## config.mk

```make
export PLATFORM = sky130hd
export DESIGN_NAME = stack_rpn_ctrl
export DESIGN_NICKNAME = d
export VERILOG_FILES = /design/src/rtl/stack_rpn_pkg.sv /design/src/rtl/stack_rpn_alu.sv /design/src/rtl/stack_rpn_ctrl.sv
export SDC_FILE = /design/constraint.sdc
export NUM_CORES = 1
export LEC_CHECK = 0
export BUFFER_PORTS_ARGS = -buffer_cell sky130_fd_sc_hd__buf_2
export CORE_ASPECT_RATIO = 0.8
export CORE_MARGIN = 2
export CORE_UTILIZATION = 45
export CTS_CLUSTER_DIAMETER = 40
export DETAILED_ROUTE_END_ITERATION = 8
export MAX_ROUTING_LAYER = met4
export PLACE_DENSITY = 0.66
export SETUP_SLACK_MARGIN = 0.02
export SLEW_MARGIN = 20
export SYNTH_ARGS = -nofsm -noshare
export SYNTH_HDL_FRONTEND = slang
export SYNTH_SLANG_ARGS = --single-unit
```

## constraint.sdc

```tcl
create_clock -name clk -period 7.5 [get_ports clk]
set_input_delay 0.375 -clock clk [delete_from_list [all_inputs] [get_ports clk]]
set_output_delay 0.375 -clock clk [all_outputs]
set_load 0.005 [all_outputs]
```

## src/rtl/stack_rpn_pkg.sv

```systemverilog
// Shared constants for the RPN stack controller: opcodes, FSM encodings, default sizes.
package stack_rpn_pkg;

  localparam int unsigned WIDTH_DEF = 16;
  localparam int unsigned DEPTH_DEF = 6;
  localparam int unsigned DEPTH_W   = 3;
  localparam int unsigned OP_W      = 3;
  localparam int unsigned ST_W      = 3;

  localparam logic [OP_W-1:0] OP_NOP  = 3'd0;
  localparam logic [OP_W-1:0] OP_PUSH = 3'd1;
  localparam logic [OP_W-1:0] OP_DROP = 3'd2;
  localparam logic [OP_W-1:0] OP_DUP  = 3'd3;
  localparam logic [OP_W-1:0] OP_ADD  = 3'd4;
  localparam logic [OP_W-1:0] OP_SUB  = 3'd5;
  localparam logic [OP_W-1:0] OP_MUL  = 3'd6;
  localparam logic [OP_W-1:0] OP_RSV  = 3'd7;

  localparam logic [ST_W-1:0] IDLE = 3'd0;
  localparam logic [ST_W-1:0] PUSH = 3'd1;
  localparam logic [ST_W-1:0] POP1 = 3'd2;
  localparam logic [ST_W-1:0] CALC = 3'd3;
  localparam logic [ST_W-1:0] POP2 = 3'd4;
  localparam logic [ST_W-1:0] WB   = 3'd5;

endpackage

```

## src/rtl/stack_rpn_alu.sv

```systemverilog
// Combinational binary ALU for the RPN controller (qnext OP qtop, modulo 2^WIDTH).
// The multiplier exists only when STACK_RPN_MUL_EN is defined.
module stack_rpn_alu
  import stack_rpn_pkg::*;
#(
  parameter int unsigned WIDTH = WIDTH_DEF
) (
  input  logic [OP_W-1:0]  op,
  input  logic [WIDTH-1:0] qnext,
  input  logic [WIDTH-1:0] qtop,
  output logic [WIDTH-1:0] result_c
);

  always_comb begin
    result_c = '0;
    case (op)
      OP_ADD:  result_c = qnext + qtop;
      OP_SUB:  result_c = qnext - qtop;
`ifdef STACK_RPN_MUL_EN
      OP_MUL:  result_c = qnext * qtop;
`else
      OP_MUL:  result_c = '0;
`endif
      default: result_c = '0;
    endcase
  end

endmodule

```

## src/rtl/stack_rpn_ctrl.sv

```systemverilog
// RPN command master for the 6-entry hardware stack: decodes commands, sequences
// push/pop/load strobes, tracks depth and flags misuse. MUL needs STACK_RPN_MUL_EN.
module stack_rpn_ctrl
  import stack_rpn_pkg::*;
#(
  parameter int unsigned WIDTH = WIDTH_DEF,
  parameter int unsigned DEPTH = DEPTH_DEF
) (
  input  logic               clk,
  input  logic               rst,
  input  logic               cmd_valid,
  output logic               cmd_ready,
  input  logic [OP_W-1:0]    cmd_op,
  input  logic [WIDTH-1:0]   cmd_data,
  output logic               st_load,
  output logic               st_push,
  output logic               st_pop,
  output logic [WIDTH-1:0]   st_d,
  input  logic [WIDTH-1:0]   st_qtop,
  input  logic [WIDTH-1:0]   st_qnext,
  output logic               res_valid,
  output logic [WIDTH-1:0]   res_data,
  output logic [DEPTH_W-1:0] depth,
  output logic               err_ovf,
  output logic               err_unf,
  output logic               err_ill
);

  logic [ST_W-1:0]    state, state_n;
  logic [OP_W-1:0]    op_q, op_n;
  logic [WIDTH-1:0]   alu_r, alu_r_n, alu_c;
  logic [WIDTH-1:0]   st_d_n, res_data_n;
  logic [DEPTH_W-1:0] depth_n;
  logic               cmd_ready_n, st_load_n, st_push_n, st_pop_n, res_valid_n;
  logic               ovf_n, unf_n, ill_n;
  logic               full, empty, lt2;

  assign full  = (depth == DEPTH_W'(DEPTH));
  assign empty = (depth == '0);
  assign lt2   = (depth < DEPTH_W'(2));

  stack_rpn_alu #(.WIDTH(WIDTH)) u_alu (
    .op       (op_q),
    .qnext    (st_qnext),
    .qtop     (st_qtop),
    .result_c (alu_c)
  );

  always_ff @(posedge clk) begin
    if (rst) begin
      state     <= IDLE;
      op_q      <= OP_NOP;
      alu_r     <= '0;
      cmd_ready <= 1'b1;
      st_load   <= 1'b0;
      st_push   <= 1'b0;
      st_pop    <= 1'b0;
      st_d      <= '0;
      res_valid <= 1'b0;
      res_data  <= '0;
      depth     <= '0;
      err_ovf   <= 1'b0;
      err_unf   <= 1'b0;
      err_ill   <= 1'b0;
    end else begin
      state     <= state_n;
      op_q      <= op_n;
      alu_r     <= alu_r_n;
      cmd_ready <= cmd_ready_n;
      st_load   <= st_load_n;
      st_push   <= st_push_n;
      st_pop    <= st_pop_n;
      st_d      <= st_d_n;
      res_valid <= res_valid_n;
      res_data  <= res_data_n;
      depth     <= depth_n;
      err_ovf   <= ovf_n;
      err_unf   <= unf_n;
      err_ill   <= ill_n;
    end
  end

  // Strobes are computed one state ahead so each is registered and high for exactly the target state.
  always_comb begin
    state_n     = state;
    op_n        = op_q;
    alu_r_n     = alu_r;
    st_load_n   = 1'b0;
    st_push_n   = 1'b0;
    st_pop_n    = 1'b0;
    res_valid_n = 1'b0;
    st_d_n      = st_d;
    res_data_n  = res_data;
    depth_n     = depth;
    ovf_n       = err_ovf;
    unf_n       = err_unf;
    ill_n       = err_ill;

    case (state)
      IDLE: begin
        if (cmd_valid && cmd_ready) begin
          op_n = cmd_op;
          case (cmd_op)
            OP_NOP: ;
            OP_PUSH: begin
              if (full) ovf_n = 1'b1;
              else begin
                state_n   = PUSH;
                st_push_n = 1'b1;
                st_d_n    = cmd_data;
              end
            end
            OP_DUP: begin
              if (empty) unf_n = 1'b1;
              else if (full) ovf_n = 1'b1;
              else begin
                state_n   = PUSH;
                st_push_n = 1'b1;
                st_d_n    = st_qtop;
              end
            end
            OP_DROP: begin
              if (empty) unf_n = 1'b1;
              else begin
                state_n  = POP1;
                st_pop_n = 1'b1;
              end
            end
            OP_ADD, OP_SUB: begin
              if (lt2) unf_n = 1'b1;
              else state_n = CALC;
            end
`ifdef STACK_RPN_MUL_EN
            OP_MUL: begin
              if (lt2) unf_n = 1'b1;
              else state_n = CALC;
            end
`else
            OP_MUL: ill_n = 1'b1;
`endif
            default: ill_n = 1'b1;
          endcase
        end
      end
      PUSH: begin
        depth_n = depth + DEPTH_W'(1);
        state_n = IDLE;
      end
      POP1: begin
        depth_n = depth - DEPTH_W'(1);
        state_n = IDLE;
      end
      CALC: begin
        alu_r_n  = alu_c;
        state_n  = POP2;
        st_pop_n = 1'b1;
      end
      POP2: begin
        depth_n     = depth - DEPTH_W'(1);
        state_n     = WB;
        st_load_n   = 1'b1;
        st_d_n      = alu_r;
        res_valid_n = 1'b1;
        res_data_n  = alu_r;
      end
      WB:      state_n = IDLE;
      default: state_n = IDLE;
    endcase

    cmd_ready_n = (state_n == IDLE);
  end

endmodule

```

==> summary.md <==
| Metric | Value |
|---|---|
| Status | finished, final reports clean |
| Main combinational cell family by area after synthesis | simple AND/OR/NAND/NOR gates |
| Max-slew violation count | 0 |
| Post-Synth Simple-Gate Area | 0.240 |
| Finish-stage setup viols | 0 |
| Unique masters post-synth | 51 |
| Synth Cell Area | 3630 um^2 |
| Clock sink total | 64 |
| CTS Root Cell | clkbuf_8 |
| Final cycle utilization of the critical path | 0.414 |
| Final setup TNS | 0 ns |
| Vias in the first global route | 3,423 |
| Initial antenna violation count | 0 |
| Syn-to-layout area delta | 19.9% |
| Clock buffer depth | 2 |
| Worst Tran Pin Value | 0.967 ns |
| Setup WS post-layout | 4.39 ns |
| # rows | 29 |
| Dpl hpwl | 7.65 mm |
| CTS resizes | 0 |
| WS Path Type | reg2reg |
| Remaining DRCs | 0 |
| Synth Area in Adders | 0.0765 |
| Worst hold path depth | 3 |
| Initial DRC Count | 188 |
| Synth Area per Inst | 7.69 um^2 |
| Max-cap violations | 0 |
| R2R depth | 11 |
| CTS Buf Count | 9 |
| Pre-CTS WS | 4.23 ns |
| Final core utilization | 0.553 |
| Crit path max fanout | 10 |
| Syn Inst Count | 472 |
| Worst path arrival time | 3.35 ns |
| Hold-fix buffers, CTS | 0 |
| Net count after synthesis | 547 |
| Die extent in y | 84.3 um |
| Worst EP required | 7.74 ns |
| Synth Area in Compound Gates | 0.219 |
| Congestion Overflow GR | 0 |
| Number of port buffers | 96 |
| Pre-antenna DRT Iters | 5 |
| Worst Skew | 0.0124 ns |
| Vias per Instance | 5.44 |
| Die area | 8800 um^2 |
| TritonCTS clock tree | yes |
| Initial Utilization | 0.461 |
| Hold Crit Class | in2reg |
| Nets | 631 |
| Critical path startpoint category | flop |
| Post-synthesis sequential area ratio | 0.353 |
| First-pass GRT wire length | 17.0 mm |
| Fmax | 322 MHz |
| Share of cells above drive strength 1 | 0.207 |
| Flops & latches, synth | 64 |
| DP Cell Count | 653 |
| Commonest cells in the netlist | 107 x nand2_1, 64 x dfxtp_1, 46 x a21oi_1, 31 x nor2_1, 24 x o21ai_0 |
| Horiz. Die Dim | 104 um |
| Post-synthesis xor/xnor area fraction | 0.0603 |
| Diode count | 0 |
| Area contributors post-synth | dfxtp_1 35%, nand2_1 11%, ha_1 6.5%, a21oi_1 6.3%, o21ai_0 3.3% |
| Dominant register cell in the synthesized netlist | dfxtp_1 |
| Post-synth EDFFs | 0 |
| Leak | 0.00185 uW |
| RSZ-0062 raised after global routing | false |
| Hold Vio Cnt, Final | 0 |
| Setup Buffers After CTS | 0 |
| Most frequent cell after synthesis | nand2_1 |
| Minimum clock period | 3.11 ns |
| Largest net degree at the start of global routing | 56 |
| Tot GR Track Use | 0.253 |
| Crit. End Element | flop |
| Yosys top cell area share | 0.353 |
| Warnings from Yosys | 0 |
| # IOs | 97 |
| Final wirelength | 10.5 mm |
| Slew margin rel. | 0.355 |
| Vias | 3,637 |
| RePlAce Congestion | 0.862 |
| Ys async rst share | 0 |
| Core ar. | 7870 um^2 |
| Clk slew on worst S/H paths | 0.08 ns |
| Mux share of post-synthesis cell area | 0.00552 |
| Clk_lat worst skew | 0.34 ns |
| Post-synth top area cell | dfxtp_1 |
| Fin cells | 669 |
| Pwr per Cell Area | 187 nW/um^2 |
| VDD IR max | 0.0994 mV |
| CTS H-tree depth | 3 |
| WL/cell | 15.7 um |
| Routed Antenna Nets | 0 |
## power by group
part | leakage, uW | switching (uW) | total (uW) | internal (uW)
Clock | 0.000106 | 141 | 328 | 187
Combinational | 0.00123 | 81.1 | 138 | 57.1
Sequential | 0.000517 | 2.83 | 347 | 344
## layout make-up
class                      instances  area, um^2
sequential                        64        1280
tap                              108         135
clock inverter                     7        93.8
fill                             785        3520
multi-input combinational        372        2180
inverter                          12        45.0
clock buffer                       9         124
timing repair buffer              97         488
## flip-flops by register name, indices dropped and copies added, names as in the netlist
name / cells
alu_r: 16
cmd_ready: 1
depth: 3
err_ill: 1
err_ovf: 1
err_unf: 1
op_q: 3
res_data: 16
res_valid: 1
st_d: 16
st_pop: 1
st_push: 1
state: 3
## cell families after synthesis
kind of cell	count (synthesis)
and+or+nand+nor	194
adders and majority gates	21
AOI/OAI and AO/OA	130
DFF	64
xor gates and xnor gates	25
buffers and inverters	36
muxes	2
## cell usage in the layout (no fill, tap or decap), types with 13 or more instances in the layout
master,netlist,layout
a21o_1,15,15
a21oi_1,46,46
a31oi_1,17,17
buf_2,2,96
dfxtp_1,64,64
ha_1,19,19
nand2_1,107,107
nor2_1,31,31
o21ai_0,24,24
xnor2_1,13,13
## stage by stage
step	hold WS [ns]	power [uW]	area, um^2
after detailed placement	0.448	490	4130
after floorplan	0.425	445	3630
after CTS	0.299	816	4350
after global placement	0.442	490	4130
final	0.316	813	4350
after global routing	0.323	852	4350
## worst max-delay path: stages (launching register included)
cell      delay (ns)
dfxtp_1         0.34
nor2b_1         0.16
nand2_1         0.28
o21ai_0         0.38
inv_1           0.08
ha_1            0.28
nand2b_1        0.08
a21oi_1         0.35
o211ai_1        0.26
nor4bb_1        0.19
or3_1           0.35
a32o_1          0.26
## metal layers
metal	vias to the layer above	global-route usage	routed length, um
met5	-	-	0
met1	1698	0.342	5150
li1	1806	-	-
met3	10	0.0668	596
met2	123	0.381	4640
met4	0	0.0553	95
## final timing paths
check | from | end | slack (ns)
setup / recovery | op_q[2] | alu_r[15] | 4.39
hold / removal | cmd_op[0] | op_q[0] | 0.32
setup reg to reg | op_q[2] | alu_r[15] | 4.39
hold reg to reg | alu_r[13] | alu_r[13] | 0.46
(Power assumes the default switching activity.)
